==> src/rtl/uart_bus_arbiter.sv <==
// uart_bus_arbiter: shares the single UART register slave port between
// NUM_MASTERS bus masters. Arbitration is round-robin with zero-cycle grant.
// A request the slave does not grant at once is locked until it is granted.
// A locked request that waits too long is answered with an error response.
// Each response is routed back to the master that was granted.
module uart_bus_arbiter #(
  parameter int          NUM_MASTERS  = 2,
  parameter int          WAIT_TIMEOUT = 16,
  parameter logic [31:0] ERR_RDATA    = 32'hBAD0_0ADD
) (
  input  logic                      clk,
  input  logic                      rst_n,
  input  logic [NUM_MASTERS-1:0]    m_req,
  input  logic [NUM_MASTERS-1:0]    m_we,
  input  logic [4*NUM_MASTERS-1:0]  m_be,
  input  logic [32*NUM_MASTERS-1:0] m_addr,
  input  logic [32*NUM_MASTERS-1:0] m_wdata,
  output logic [NUM_MASTERS-1:0]    m_gnt,
  output logic [NUM_MASTERS-1:0]    m_rvalid,
  output logic [31:0]               m_rdata,
  output logic                      m_err,
  output logic                      s_req,
  output logic                      s_we,
  output logic [3:0]                s_be,
  output logic [31:0]               s_addr,
  output logic [31:0]               s_wdata,
  input  logic                      s_gnt,
  input  logic                      s_rvalid,
  input  logic [31:0]               s_rdata
);

  localparam int IDX_W = $clog2(NUM_MASTERS);
  localparam int CNT_W = $clog2(WAIT_TIMEOUT + 1);

  logic [IDX_W-1:0] rr_last_q, rr_last_d;
  logic             lock_vld_q, lock_vld_d;
  logic [IDX_W-1:0] lock_idx_q, lock_idx_d;
  logic [CNT_W-1:0] wait_cnt_q, wait_cnt_d;
  logic             resp_vld_q, resp_vld_d;
  logic [IDX_W-1:0] resp_idx_q, resp_idx_d;
  logic             resp_err_q, resp_err_d;

  logic             has_sel;
  logic [IDX_W-1:0] sel;
  logic             sel_req;
  logic             timeout;
  logic             grant;

  // Index base+off wrapped into 0..NUM_MASTERS-1 (off never exceeds NUM_MASTERS).
  function automatic logic [IDX_W-1:0] wrap_idx(input logic [IDX_W-1:0] base, input int off);
    int s;
    s = int'(base) + off;
    if (s >= NUM_MASTERS) s = s - NUM_MASTERS;
    return IDX_W'(s);
  endfunction

  // Pick the locked master, else the first requester after the last granted one.
  // The search runs from the farthest candidate inward so the nearest one wins.
  always_comb begin
    logic [IDX_W-1:0] cand;
    has_sel = 1'b0;
    sel     = '0;
    cand    = '0;
    if (lock_vld_q) begin
      has_sel = 1'b1;
      sel     = lock_idx_q;
    end else begin
      for (int off = NUM_MASTERS; off >= 1; off--) begin
        cand = wrap_idx(rr_last_q, off);
        if (m_req[cand]) begin
          has_sel = 1'b1;
          sel     = cand;
        end
      end
    end
  end

  assign sel_req = has_sel & m_req[sel];
  assign timeout = lock_vld_q & (wait_cnt_q == CNT_W'(WAIT_TIMEOUT - 1));
  // A master that dropped its request is never granted, even on timeout.
  assign grant   = sel_req & (s_gnt | timeout);

  // Forward the selected master's transfer to the slave (master 0 when idle).
  always_comb begin
    s_req   = sel_req;
    s_we    = m_we[0];
    s_be    = m_be[3:0];
    s_addr  = m_addr[31:0];
    s_wdata = m_wdata[31:0];
    for (int i = 1; i < NUM_MASTERS; i++) begin
      if (sel == IDX_W'(i)) begin
        s_we    = m_we[i];
        s_be    = m_be[4*i +: 4];
        s_addr  = m_addr[32*i +: 32];
        s_wdata = m_wdata[32*i +: 32];
      end
    end
  end

  // Decode the one-hot grant and the routed response valid.
  always_comb begin
    m_gnt    = '0;
    m_rvalid = '0;
    for (int i = 0; i < NUM_MASTERS; i++) begin
      m_gnt[i]    = grant & (sel == IDX_W'(i));
      m_rvalid[i] = resp_vld_q & (resp_idx_q == IDX_W'(i));
    end
  end

  assign m_rdata = resp_err_q ? ERR_RDATA : s_rdata;
  assign m_err   = resp_vld_q & resp_err_q;

  // Next state: a stalled selected request holds the lock and ages; anything else clears it.
  always_comb begin
    lock_vld_d = 1'b0;
    lock_idx_d = lock_idx_q;
    wait_cnt_d = '0;
    if (sel_req & ~grant) begin
      lock_vld_d = 1'b1;
      lock_idx_d = sel;
      wait_cnt_d = wait_cnt_q + CNT_W'(1);
    end
    rr_last_d  = grant ? sel : rr_last_q;
    resp_vld_d = grant;
    resp_idx_d = grant ? sel : resp_idx_q;
    resp_err_d = grant & timeout;
  end

  // State registers; reset makes master 0 the first winner and drops any pending response.
  always_ff @(posedge clk or negedge rst_n) begin
    if (!rst_n) begin
      rr_last_q  <= IDX_W'(NUM_MASTERS - 1);
      lock_vld_q <= 1'b0;
      lock_idx_q <= '0;
      wait_cnt_q <= '0;
      resp_vld_q <= 1'b0;
      resp_idx_q <= '0;
      resp_err_q <= 1'b0;
    end else begin
      rr_last_q  <= rr_last_d;
      lock_vld_q <= lock_vld_d;
      lock_idx_q <= lock_idx_d;
      wait_cnt_q <= wait_cnt_d;
      resp_vld_q <= resp_vld_d;
      resp_idx_q <= resp_idx_d;
      resp_err_q <= resp_err_d;
    end
  end

`ifndef SYNTHESIS
  // Slave responses must line up with the non-error responses the arbiter routes.
  always @(posedge clk) begin
    if (rst_n) begin
      assert (s_rvalid == (resp_vld_q & ~resp_err_q))
        else $error("uart_bus_arbiter: s_rvalid misaligned with routed response");
    end
  end
`endif

endmodule

==> config.mk <==
export PLATFORM = sky130hd
export DESIGN_NAME = uart_bus_arbiter
export DESIGN_NICKNAME = d
export VERILOG_FILES = /design/src/rtl/uart_bus_arbiter.sv
export SDC_FILE = /design/constraint.sdc
export NUM_CORES = 1
export LEC_CHECK = 0
export CORE_AREA = 8 8 103 105
export CTS_BUF_LIST = sky130_fd_sc_hd__clkbuf_2 sky130_fd_sc_hd__clkbuf_4 sky130_fd_sc_hd__clkbuf_8
export DETAILED_ROUTE_END_ITERATION = 8
export DIE_AREA = 0 0 111 113
export GPL_ROUTABILITY_DRIVEN = 0
export PLACE_DENSITY = 0.86
export SLEW_MARGIN = 20
export SYNTH_ARGS = -nofsm -noshare
export SYNTH_HDL_FRONTEND = slang
export SYNTH_SLANG_ARGS = --single-unit
==> constraint.sdc <==
create_clock -name clk -period 1.7 [get_ports clk]
set_input_delay 0.17 -clock clk [delete_from_list [all_inputs] [get_ports clk]]
set_output_delay 0.17 -clock clk [all_outputs]
set_load 0.1 [all_outputs]
==> results of run 1 <==
Yosys cell counts, drive strengths merged, types with 3 or more instances:
master	count	area (µm²)
or2	17	106
buf	9	101
a21o	3	22.5
mux2	72	818
inv	6	22.5
nor2	7	26.3
dfrtp	10	250
nor2b	17	106
clkbuf	3	11.3
cell type report:
cell class / count / area share
well taps: 111 / 0.0218
repair buffers: 311 / 0.675
flip-flops and latches: 11 / 0.0435
inverters: 6 / 0.00353
clock buffers: 4 / 0.00764
multi-input cells: 134 / 0.248
metrics by stage:
step	setup TNS, ns	setup WS, ns
2_1_floorplan	-5.38	-0.426
3_3_place_gp	-20.84	-0.316
3_5_place_dp	-22.56	-0.353
4_1_cts	-25.84	-0.402
5_1_grt	-28.72	-0.445
6_report	-25.11	-0.406
worst max-delay path, cell delays in order (launching register included):
cell and delay (ns):
dfstp_2 0.56, a211oi_4 0.08, a21oi_4 0.16, buf_6 0.13, buf_8 0.13, buf_16 0.14, mux2_4 0.32, buf_12 0.17
state kept, by name, summed over array words and instances, names as in the netlist:
register	cells
resp_idx_q	1
resp_vld_q	1
lock_vld_q	1
lock_idx_q	1
rr_last_q	1
wait_cnt_q	5
resp_err_q	1
report_power, final:
part | internal (mW) | total, mW | switching [mW]
Sequential | 0.310 | 0.355 | 0.0448
Clock | 0.180 | 0.279 | 0.0982
Combinational | 2.71 | 6.34 | 3.63
final timing paths:
kind | slack (ns) | from | endpoint | cells past startpoint
worst max-delay path | -0.41 | rr_last_q | s_wdata[19] | 7
worst min-delay path | 0.25 | rst_n | wait_cnt_q[3] | 1
worst max register to register | -0.13 | wait_cnt_q[0] | lock_idx_q | 7
worst min register to register | 0.57 | resp_idx_q | resp_idx_q | 1
max in group asynchronous | 1.10 | rst_n | lock_vld_q | 1
min in group clk | 0.57 | resp_idx_q | resp_idx_q | 1
per-layer routing:
metal / part of all wire / vias up
met5: 0 / -
met4: 0.0032 / 0
met3: 0.072 / 5
met2: 0.57 / 130
met1: 0.36 / 1192
li1: - / 1168
timing repair:
action	CTS	global route
gates resized for setup	22	13
setup endpoints to repair	79	80
hold buffers	0	0
gates cloned	5	1
pin swaps	2	3
buffers inserted	12	3
cells by family after synthesis:
logic type | share of synthesized area
multiplexers | 0.498
XOR/XNOR | 0.0107
AO/OA/AOI/OAI | 0.0525
flip-flops | 0.168
adder cells (fa/ha/maj) | 0.0152
AND/OR/NAND/NOR | 0.174
buffers and inverters | 0.0822
==> impl_metrics.json, run 1 <==
{
  "holdCritPathClass": "in2async",
  "remaining_drc_errors": 0,
  "leakagePower_nw": 2.94,
  "use_met1": 0.206,
  "fin_crit_sh": 1.24,
  "hpwl_mm": 11.4,
  "grt.met3_usage": 0.0640,
  "violations": "setup timing",
  "ys.flop_type": "dfrtp_1",
  "dp.cells": 555,
  "clock.fmax_mhz": 475,
  "cts_tree": "done",
  "multiInputGateArea_mm2": 0.00159,
  "slew_headroom": 0.687,
  "syn_nets": 341,
  "yosysWarnings": 0,
  "finalMaxSlewViolations": 0,
  "io-pin-count": 283,
  "synth.distinct_cells": 26,
  "tightest_slew_ns": 0.468,
  "final_common_cell": "clkdlybuf4s50_1",
  "power_mw": 6.97,
  "die_y_um": 113,
  "final_core_util": 0.711,
  "vias": 2495,
  "cp-start-kind": "register",
  "final_area_mm2": 0.00638,
  "drt-total-wl_mm": 13.6,
  "track_usage": 0.202,
  "fill_cells": 564,
  "nNetsFinal": 645,
  "grt_max_degree": 34,
  "antenna_found_initial": 0,
  "placed_cell_area_mm2": 0.00600,
  "start_util": 0.183,
  "post_drt_wl_per_cell_um": 23.5,
  "finalSetupViolCount": 77,
  "die-area_mm2": 0.0125,
  "cts-root-buf": "clkbuf_8",
  "port_buffers": 281,
  "finalCriticalPeriod_ns": 2.11,
  "worstPathRequired_ns": 1.53,
  "syn_area_mm2": 0.00164,
  "detail-route-antenna-nets": 0,
  "grt_pass1_vias": 2937,
  "crit_type": "reg2out",
  "insertion_delay_ns": 0.24,
  "grt_first_pass_wirelength_mm": 19.7,
  "cp-end-kind": "output pin",
  "drt_iter0_drc": 89,
  "diodes": 0,
  "rsz0062_at_grt": "yes",
  "synth_seq_cells": 11,
  "met2_usage": 0.399,
  "first_pass_iters": 4,
  "stdcell_count": 577,
  "numCtsBuffers": 3,
  "htree_levels": 1,
  "cts_buffer_depth": 2,
  "synthArstFlopShare": 1.00,
  "core.rowCount": 35,
  "ir_drop_mv": 0.720,
  "cp.arrival_ns": 1.94,
  "synthCells": 163,
  "critPathMaxFanout": 7,
  "finalHoldViolations": 0,
  "skew_ns": 0.000150,
  "syn2layout_area_growth_pct": 288,
  "seqCellArea_um2": 278,
  "yosysSeqAreaShare": 0.168,
  "p_per_area_mw_per_mm2": 1090,
  "clk_pin_slew_ns": 0.05,
  "status": "finished with violations",
  "avgSynthCellArea_um2": 10.1,
  "overflow": 0,
  "cts.sinks": 11,
  "drive_gt1_frac": 0.543,
  "final_cell_mix": "clkdlybuf4s50_1 (172), buf_12 (111), mux2_4 (72), or2_2 (16), nor2b_1 (13)",
  "hold_ws_ns": 0.252,
  "core_area_mm2": 0.00898,
  "synth-edff-count": 0,
  "die_width_um": 111,
  "grt.busiest_layer": "met2",
  "vias_per_cell": 4.32,
  "cap_viol_max_count": 0,
  "fin_ws_ns": -0.406
}
No activity file was read; power rests on OpenSTA's default activity.
==> inputs of run 2 (changes only) <==
--- a/config.mk
+++ b/config.mk
@@ -11,7 +11,6 @@
 export DIE_AREA = 0 0 111 113
 export GPL_ROUTABILITY_DRIVEN = 0
 export PLACE_DENSITY = 0.86
-export SLEW_MARGIN = 20
 export SYNTH_ARGS = -nofsm -noshare
 export SYNTH_HDL_FRONTEND = slang
 export SYNTH_SLANG_ARGS = --single-unit
==> results of run 2 <==
The final DEF is identical to that of run 1; final timing and power are the same.
==> inputs of run 3 (changes only) <==
==> config.mk (replaced) <==
export PLATFORM = sky130hd
export DESIGN_NAME = uart_bus_arbiter
export DESIGN_NICKNAME = d
export VERILOG_FILES = /design/src/rtl/uart_bus_arbiter.sv
export SDC_FILE = /design/constraint.sdc
export NUM_CORES = 1
export LEC_CHECK = 0
export ABC_AREA = 1
export CORE_AREA = 8 8 104 106
export CTS_BUF_LIST = sky130_fd_sc_hd__clkbuf_2 sky130_fd_sc_hd__clkbuf_4 sky130_fd_sc_hd__clkbuf_8
export DETAILED_ROUTE_END_ITERATION = 8
export DIE_AREA = 0 0 112 114
export GPL_ROUTABILITY_DRIVEN = 0
export PLACE_DENSITY = 0.84
export SYNTH_ARGS = -nofsm -noshare
export SYNTH_HDL_FRONTEND = slang
export SYNTH_SLANG_ARGS = --single-unit
==> run 3 against run 2 <==
Design area up 17%. Highest routed layer unchanged. Setup slack better by 0.11 ns. Synthesized area down 2.1%. Total power down 11%. Non-clock buffer count up 15. Clock power about the same. The flow still finishes with violations (setup timing).
==> impl_metrics.json, run 3 <==
{
  "seqCellArea_um2": 278,
  "synth_seq_cells": 11,
  "power_mw": 6.20,
  "cts.sinks": 11,
  "finalMaxSlewViolations": 0,
  "fin_crit_sh": 1.17,
  "cts-root-buf": "clkbuf_8",
  "stdcell_count": 755,
  "port_buffers": 281,
  "post_drt_wl_per_cell_um": 22.9,
  "core.rowCount": 35,
  "syn_nets": 509,
  "remaining_drc_errors": 0,
  "dp.cells": 718,
  "holdCritPathClass": "in2async",
  "grt_first_pass_wirelength_mm": 20.3,
  "slew_headroom": 0.648,
  "track_usage": 0.201,
  "detail-route-antenna-nets": 0,
  "grt_pass1_vias": 3566,
  "io-pin-count": 283,
  "tightest_slew_ns": 0.527,
  "syn2layout_area_growth_pct": 366,
  "fin_ws_ns": -0.295,
  "fill_cells": 406,
  "yosysWarnings": 0,
  "critPathMaxFanout": 2,
  "yosysTopAreaCell": "nand2_1",
  "skew_ns": 0.00638,
  "multiInputGateArea_mm2": 0.00228,
  "numCtsBuffers": 3,
  "insertion_delay_ns": 0.24,
  "finalHoldViolations": 0,
  "grt.busiest_layer": "met2",
  "path_cells": "ha_2 -> and3_4 -> ha_4 -> a21oi_4 -> inv_2 -> nand4_1 -> clkinvlp_4 -> buf_12",
  "p_per_area_mw_per_mm2": 827,
  "die-area_mm2": 0.0128,
  "cp-end-kind": "output pin",
  "diodes": 0,
  "use_met1": 0.191,
  "first_pass_iters": 4,
  "synth_top_cells_by_count": "nand2_1 (219), inv_1 (27), nor2_1 (24)",
  "synth_area_leaders": "nand2_1 (51%), dfrtp_1 (16%), inv_1 (6.3%)",
  "rsz0062_at_grt": "yes",
  "ys.flop_type": "dfrtp_1",
  "clock.fmax_mhz": 501,
  "cp-start-kind": "register",
  "hpwl_mm": 11.1,
  "drt_iter0_drc": 200,
  "leakagePower_nw": 3.59,
  "overflow": 0,
  "slowest_stage": "dfrtp_1",
  "hold_ws_ns": 0.280,
  "synth.top_cell.area_share": 0.510,
  "clk_pin_slew_ns": 0.05,
  "grt_max_degree": 44,
  "htree_levels": 1,
  "antenna_found_initial": 0,
  "top_register": "wait_cnt_q",
  "vias_per_cell": 4.60,
  "grt.met3_usage": 0.0666,
  "synth-edff-count": 0,
  "crit_type": "reg2out",
  "synth.most_common_cell": "nand2_1",
  "pre_cts_ws_ns": -0.102,
  "final_common_cell": "clkdlybuf4s50_1",
  "worstPathRequired_ns": 1.53,
  "reg2reg_setup_slack_ns": 0.05,
  "drive_gt1_frac": 0.571,
  "drt-total-wl_mm": 17.3,
  "yosysSeqAreaShare": 0.172,
  "ir_drop_mv": 0.622,
  "core_area_mm2": 0.00911,
  "final_cell_mix": "clkdlybuf4s50_1 (174), nand2_4 (124), buf_12 (122), nand2_2 (53), nand2_1 (42)",
  "cts_buffer_depth": 2,
  "cp.arrival_ns": 1.83,
  "violations": "setup timing",
  "met2_usage": 0.408,
  "finalCriticalPeriod_ns": 2.00,
  "avgSynthCellArea_um2": 4.86,
  "synth.distinct_cells": 20,
  "finalSetupViolCount": 72,
  "synthArstFlopShare": 1.00,
  "nNetsFinal": 823,
  "cts_tree": "done",
  "syn_area_mm2": 0.00161,
  "die_width_um": 112,
  "vias": 3475,
  "die_y_um": 114,
  "crit_path_max_incr_delay_ns": 0.38,
  "cap_viol_max_count": 0,
  "status": "finished with violations",
  "start_util": 0.177,
  "largest_reg_flops": 5,
  "synthCells": 331
}
run 3: changes by cell type in the layout (fill, tap and decap cells not counted), moves of 4 or more:
| cell | delta |
|---|---|
| clkbuf_16 | +6 |
| nor2_4 | -4 |
| inv_1 | +21 |
| buf_12 | +11 |
| nand2_4 | +124 |
| nand2_2 | +53 |
| nor2b_1 | -13 |
| mux2_4 | -72 |
| buf_6 | -4 |
| nand2_1 | +41 |
| nor2b_2 | -4 |
| nor2_1 | +20 |
run 3: final cells by class:
class                      count  share of cell area
inverter                      29              0.0167
clock buffer                   4             0.00651
timing repair buffer         326               0.617
tap                          111              0.0185
sequential                    11              0.0370
multi-input combinational    274               0.304
run 3: logic make-up (layout without fill, tap and decap cells):
kind of cell    after synthesis  in the layout  synth area share
compound gates                1              1           0.00311
simple gates                269            269             0.673
xor+xnor                      2              2            0.0109
flops                        11             11             0.172
fa+ha+maj                     2              2            0.0155
buf+inv                      46            359             0.126
run 3: what timing repair did:
item	CTS	global route
setup endpoints to repair	71	72
pin swaps	6	46
hold buffers	0	0
setup buffers	9	13
resized for setup	67	218
gates cloned	7	10
run 3: layer usage:
| layer | wire length [µm] | up-vias |
|---|---|---|
| met3 | 1240 | 32 |
| li1 | - | 1596 |
| met1 | 5750 | 1619 |
| met5 | 0 | - |
| met2 | 9720 | 228 |
| met4 | 571 | 0 |
run 3: stage by stage:
stage / instance area [µm²] / TNS (ns) / utilization
floorplan: 1830 / -5.38 / -
global placement: 5890 / -0.974 / 0.646
detailed placement: 5890 / -2.63 / 0.646
CTS: 6400 / -11.27 / 0.703
global route: 7500 / -16.09 / 0.823
finish: 7500 / -12.92 / 0.823
run 3: report_power, final:
group | total (mW) | internal [mW] | switching, mW
Combinational | 5.62 | 2.20 | 3.42
Sequential | 0.304 | 0.285 | 0.0185
Clock | 0.279 | 0.181 | 0.0984
run 3: final timing paths:
path,from,to,depth (start not counted)
max,wait_cnt_q[0],m_gnt[1],8
min,rst_n,lock_idx_q,1
max reg2reg,wait_cnt_q[0],resp_idx_q,9
min reg2reg,lock_idx_q,lock_idx_q,2
max in group asynchronous,rst_n,lock_vld_q,1
min in group clk,lock_idx_q,lock_idx_q,2
run 3: critical path: cells and delay by family (launching register included):
family	cells	cell delay (ns)
flops	1	0.38
compound gates	1	0.16
fa+ha+maj	2	0.35
simple gates	2	0.32
buf+inv	3	0.38
==> patch 1, RTL diff (settings of run 2) <==
Put a register stage on the output `m_err`. The value now appears one clock later. The other outputs are not delayed to match.
--- a/src/rtl/uart_bus_arbiter.sv
+++ b/src/rtl/uart_bus_arbiter.sv
@@ -109,5 +109,7 @@
 
   assign m_rdata = resp_err_q ? ERR_RDATA : s_rdata;
-  assign m_err   = resp_vld_q & resp_err_q;
+  always_ff @(posedge clk) begin
+    m_err <= resp_vld_q & resp_err_q;
+  end
 
   // Next state: a stalled selected request holds the lock and ages; anything else clears it.
Formal check against the unedited RTL: same outputs for any inputs over 10 cycles, from zero or initial values and one cycle with rst_n low; that may be too few to reach the edited logic, so the function may still have changed.
==> patch 1 against run 2 <==
  * The flow still finishes with violations (negative setup slack)
  * Core utilization down 1.5 points
  * Area after synthesis grew 1.2%
  * Sequential cell count increased by 1
  * Sequential share of layout area up 0.40 points
  * Design area fell by 2.2%
  * Wire length down 6.3%
  * Clock skew increased by 0.0016 ns
  * Critical path depth fell by 1
  * Power fell by 3.7%
  * First-iteration DRC count is 10% higher
  * Non-clock buffer count decreased by 4
  * Setup slack gained 0.052 ns
  * Highest routed layer unchanged
==> patch 1: results (changes against run 2) <==
Synth:
- The fraction of the mapped netlist area in compound gates is 0.0519 (was 0.0525).
- The post-synthesis mux area share came to 0.492 (was 0.498).
- The number of synthesized register bits was 12 (was 11).
- The fraction of synthesized cell area in xor and xnor cells is 0.0105 (was 0.0107).
- The fraction of the mapped netlist area in adder cells is 0.0150 (was 0.0152).
- The number of unique standard cell types used by synthesis is 27 (was 26).
- Leading cell types by total area after synthesis: mux2_2, dfrtp_1, nor2b_1, buf_6, or2_2 (unchanged).

Layout:
- The clock network area share is 0.00881 (was 0.00764).
- The proportion of cell area occupied by registers is 0.0475 (was 0.0435).
- The non-clock buffer count in the final layout is 307 (was 311).
- The multi-input gate share of the layout cell area is 0.254 (was 0.248).
- The filler-free cell count of the finished design is 574 (was 577).
- The area added between synthesis and finish is 275% (was 288%).
- The final net count is 642 (was 645).

Setup path:
- The top cell family by delay on the critical path is flip-flops (was buffers and inverters).
- The data arrival time of the worst path came to 1.88 ns (was 1.94 ns).
- The worst reg2reg path depth is 8 (was 7).
- The reg-to-reg setup timing slack is -0.22 ns (was -0.13 ns).

Pwr:
- The static leakage was 2.87 nW (was 2.94 nW).
- The net switching power was 3.67 mW (was 3.77 mW).
- The worst supply voltage drop on vdd is 0.890 mV (was 0.720 mV).
- The sequential power was 0.381 mW (was 0.355 mW).
- The power share of the sequential group is 0.057 (was 0.051).
- The relative contribution of combinational cells to total power is 0.898 (was 0.909).

STA:
- The number of setup violations in the final report is 80 (was 77).
- The final setup TNS is -22.69 ns (was -25.11 ns).
- The hold slack is 0.255 ns (was 0.252 ns).
- The relative slew slack was 0.690 (was 0.687).
- The post-route clock skew came to 0.00170 ns (was 0.000150 ns).
- The smallest setup slack after layout was -0.353 ns (was -0.406 ns).

Routing:
- The total routed wirelength is 12700 um (was 13600 um).
- The number of DRC markers in iteration 0 is 98 (was 89).
- The detailed route wirelength on metal2 is 7530 um (was 7720 um).
- The routed length on met3 came to 833 um (was 976 um).
- The met1 layer wirelength in the final routing came to 4270 um (was 4840 um).

GRT:
- The met1 usage is 0.184 (was 0.206).
- The met2 global-route usage came to 0.386 (was 0.399).
- The number of global-route vias before repair came to 2726 (was 2937).
- The global routing met3 resource utilization is 0.0492 (was 0.0640).

Outcome:
- Violated checks: negative setup slack (unchanged).
- Outcome: finished, violations left (unchanged).

Placed design:
- The HPWL after detailed placement is 11600 um (was 11400 um).
- The worst slack after detailed placement is -0.364 ns (was -0.353 ns).
-- patch 1: cell count changes in the layout (fill, tap and decap cells not counted), sizes merged --
cell	delta
buf	-3
clkbuf	-1
clkdlybuf4s50	+1
dfxtp	+1
dlygate4sd2	-1
-- patch 1: timing repair --
action	in CTS	in global routing
setup endpoints to repair	79	80
pin swaps	7	4
hold buffers	0	0
gates cloned	0	0
resized for setup	12	8
buffers inserted	7	2
-- patch 1: worst max-delay path by stage --
stage / start / end / slack, ns
detailed placement: m_req[0] / s_wdata[11] / -0.36
global route: rr_last_q$_DFFE_PN1P_ / s_wdata[11] / -0.42
finish: rr_last_q$_DFFE_PN1P_ / s_addr[10] / -0.35
CTS: rr_last_q$_DFFE_PN1P_ / s_wdata[11] / -0.35
floorplan: resp_err_q$_DFF_PN0_ / m_rdata[10] / -0.43
global placement: m_req[0] / s_addr[10] / -0.31
==> patch 2, RTL diff (settings of run 2) <==
Without the edit above. The parameter `WAIT_TIMEOUT` goes from 16 to 32.
--- a/src/rtl/uart_bus_arbiter.sv
+++ b/src/rtl/uart_bus_arbiter.sv
@@ -6,5 +6,5 @@
 module uart_bus_arbiter #(
   parameter int          NUM_MASTERS  = 2,
-  parameter int          WAIT_TIMEOUT = 16,
+  parameter int          WAIT_TIMEOUT = 32,
   parameter logic [31:0] ERR_RDATA    = 32'hBAD0_0ADD
 ) (
Behaviour: no difference found for any inputs over 10 cycles, from zero or initial values and one cycle with rst_n low; that may be too few to reach the edited logic, so the function may still have changed.
==> patch 2 against run 2 <==
  * The run still ends with negative setup slack left
  * Power decreased by 14%
  * Combinational power is 16% lower
  * Count of clock-buffer cells in the layout is the same
  * Clock power up 5%
  * Wire length decreased by 4.5%
  * Global-route usage shrank 1.5 points
  * Area after synthesis grew 11%
  * Synthesized cell count rose by 0.61%
  * Sequential cell count rose by 1
  * Design area decreased by 0.45%
  * Setup slack lost 0.032 ns
  * Non-clock buffer count grew 7
  * Critical path type unchanged
  * Critical endpoint is now s_wdata[13]
  * Largest cell class unchanged
==> patch 2: results (changes against run 2) <==
Layout:
- The non-clock inverter total of the final layout is 5 (was 6).
- The clock network area share is 0.00768 (was 0.00764).
- The number of flip-flops in the largest register was 6 (was 5).
- The final net count is 652 (was 645).
- The proportion of cell area occupied by registers is 0.0474 (was 0.0435).
- The multi-input logic cell count is 135 (was 134).
- The non-clock buffer count in the final layout is 318 (was 311).
- The number of fill cells is 581 (was 564).

Placed design:
- The HPWL after detailed placement is 11200 um (was 11400 um).
- The post-placement cell count came to 564 (was 555).
- The post-place instance area is 6010 um^2 (was 6000 um^2).
- The worst slack after detailed placement is -0.381 ns (was -0.353 ns).

Setup path:
- The worst reg2reg path depth is 8 (was 7).
- The reg-to-reg endpoint is wait_cnt_q[1]$_DFF_PN0_ (was lock_idx_q$_DFFE_PN0P_).
- The reg-to-reg setup timing slack was 0.05 ns (was -0.13 ns).
- The data arrival time of the worst path is 1.97 ns (was 1.94 ns).
- The largest driver fanout on the critical path is 6 (was 7).
- The timing endpoint of the critical path is s_wdata[13] (was s_wdata[19]).

STA:
- The smallest setup slack after layout is -0.438 ns (was -0.406 ns).
- The number of setup violations in the final report came to 71 (was 77).
- The post-route clock skew was 0.00406 ns (was 0.000150 ns).
- The final setup TNS was -26.24 ns (was -25.11 ns).

Outcome:
- Violated checks: negative setup slack (unchanged).
- Outcome: finished, violations left (unchanged).

Routing:
- The total routed wirelength is 13000 um (was 13600 um).
- The number of vias per cell after detailed routing is 4.30 (was 4.32).
- The routed length on met3 is 940 um (was 976 um).

Synth:
- The synthesized instance count is 164 (was 163).
- Leading cell types by total area after synthesis: mux2_4, dfrtp_1, mux2_2, nor2b_1, or2_2 (was mux2_2, dfrtp_1, nor2b_1, buf_6, or2_2).
- Synth cell count leaders: mux2_4, nor2b_1, or2_2 (was mux2_2, nor2b_1, or2_2).
- The sequential-to-total area share from yosys stat is 0.166 (was 0.168).

Pwr:
- The static leakage is 2.92 nW (was 2.94 nW).
- The worst supply voltage drop on vdd is 0.596 mV (was 0.720 mV).
- The internal portion of total power is 2.79 mW (was 3.20 mW).

GRT:
- The all-layer global routing usage is 0.187 (was 0.202).
- The global routing met3 resource utilization is 0.0540 (was 0.0640).
patch 2: cell types whose count changed in the layout (fill, tap and decap cells not counted), sizes merged, moves of 2 or more:
cell | before | now
buf | 136 | 142
a21o | 3 | 0
mux2 | 72 | 69
nor3 | 0 | 3
and2 | 2 | 4
and3 | 2 | 0
mux2i | 0 | 2
nor2 | 7 | 5
patch 2: logic make-up (layout without fill, tap and decap cells):
kind of cell               Yosys count  in the layout  share of synthesized area
AOI/OAI and AO/OA                    7              7                     0.0303
and+or+nand+nor                     52             52                      0.171
adders and majority gates            1              1                    0.00688
DFF                                 12             12                      0.166
xor gates and xnor gates             4              4                     0.0193
muxes                               71             71                      0.541
buffers and inverters               17            327                     0.0653
patch 2: worst min-delay path by stage:
| stage | startpoint | end | slack, ns | cells after the start |
|---|---|---|---|---|
| detailed placement | wait_cnt_q[0]$_DFF_PN0_ | wait_cnt_q[0]$_DFF_PN0_ | 0.45 | 1 |
| global route | rst_n | wait_cnt_q[2]$_DFF_PN0_ | 0.34 | 1 |
| finish | rst_n | resp_err_q$_DFF_PN0_ | 0.28 | 1 |
| floorplan | rst_n | lock_idx_q$_DFFE_PN0P_ | -0.13 | 0 |
| CTS | rst_n | wait_cnt_q[2]$_DFF_PN0_ | 0.29 | 1 |
| global placement | wait_cnt_q[0]$_DFF_PN0_ | wait_cnt_q[0]$_DFF_PN0_ | 0.44 | 1 |
patch 2: power by group through the flow:
stage | registers (mW) | clock network (mW) | logic [mW]
after floorplan | 0.347 | 0 | 3.06
after global placement | 0.352 | 0 | 5.02
after detailed placement | 0.355 | 0 | 5.07
after CTS | 0.356 | 0.298 | 5.31
after global routing | 0.364 | 0.310 | 5.45
final | 0.358 | 0.294 | 5.32
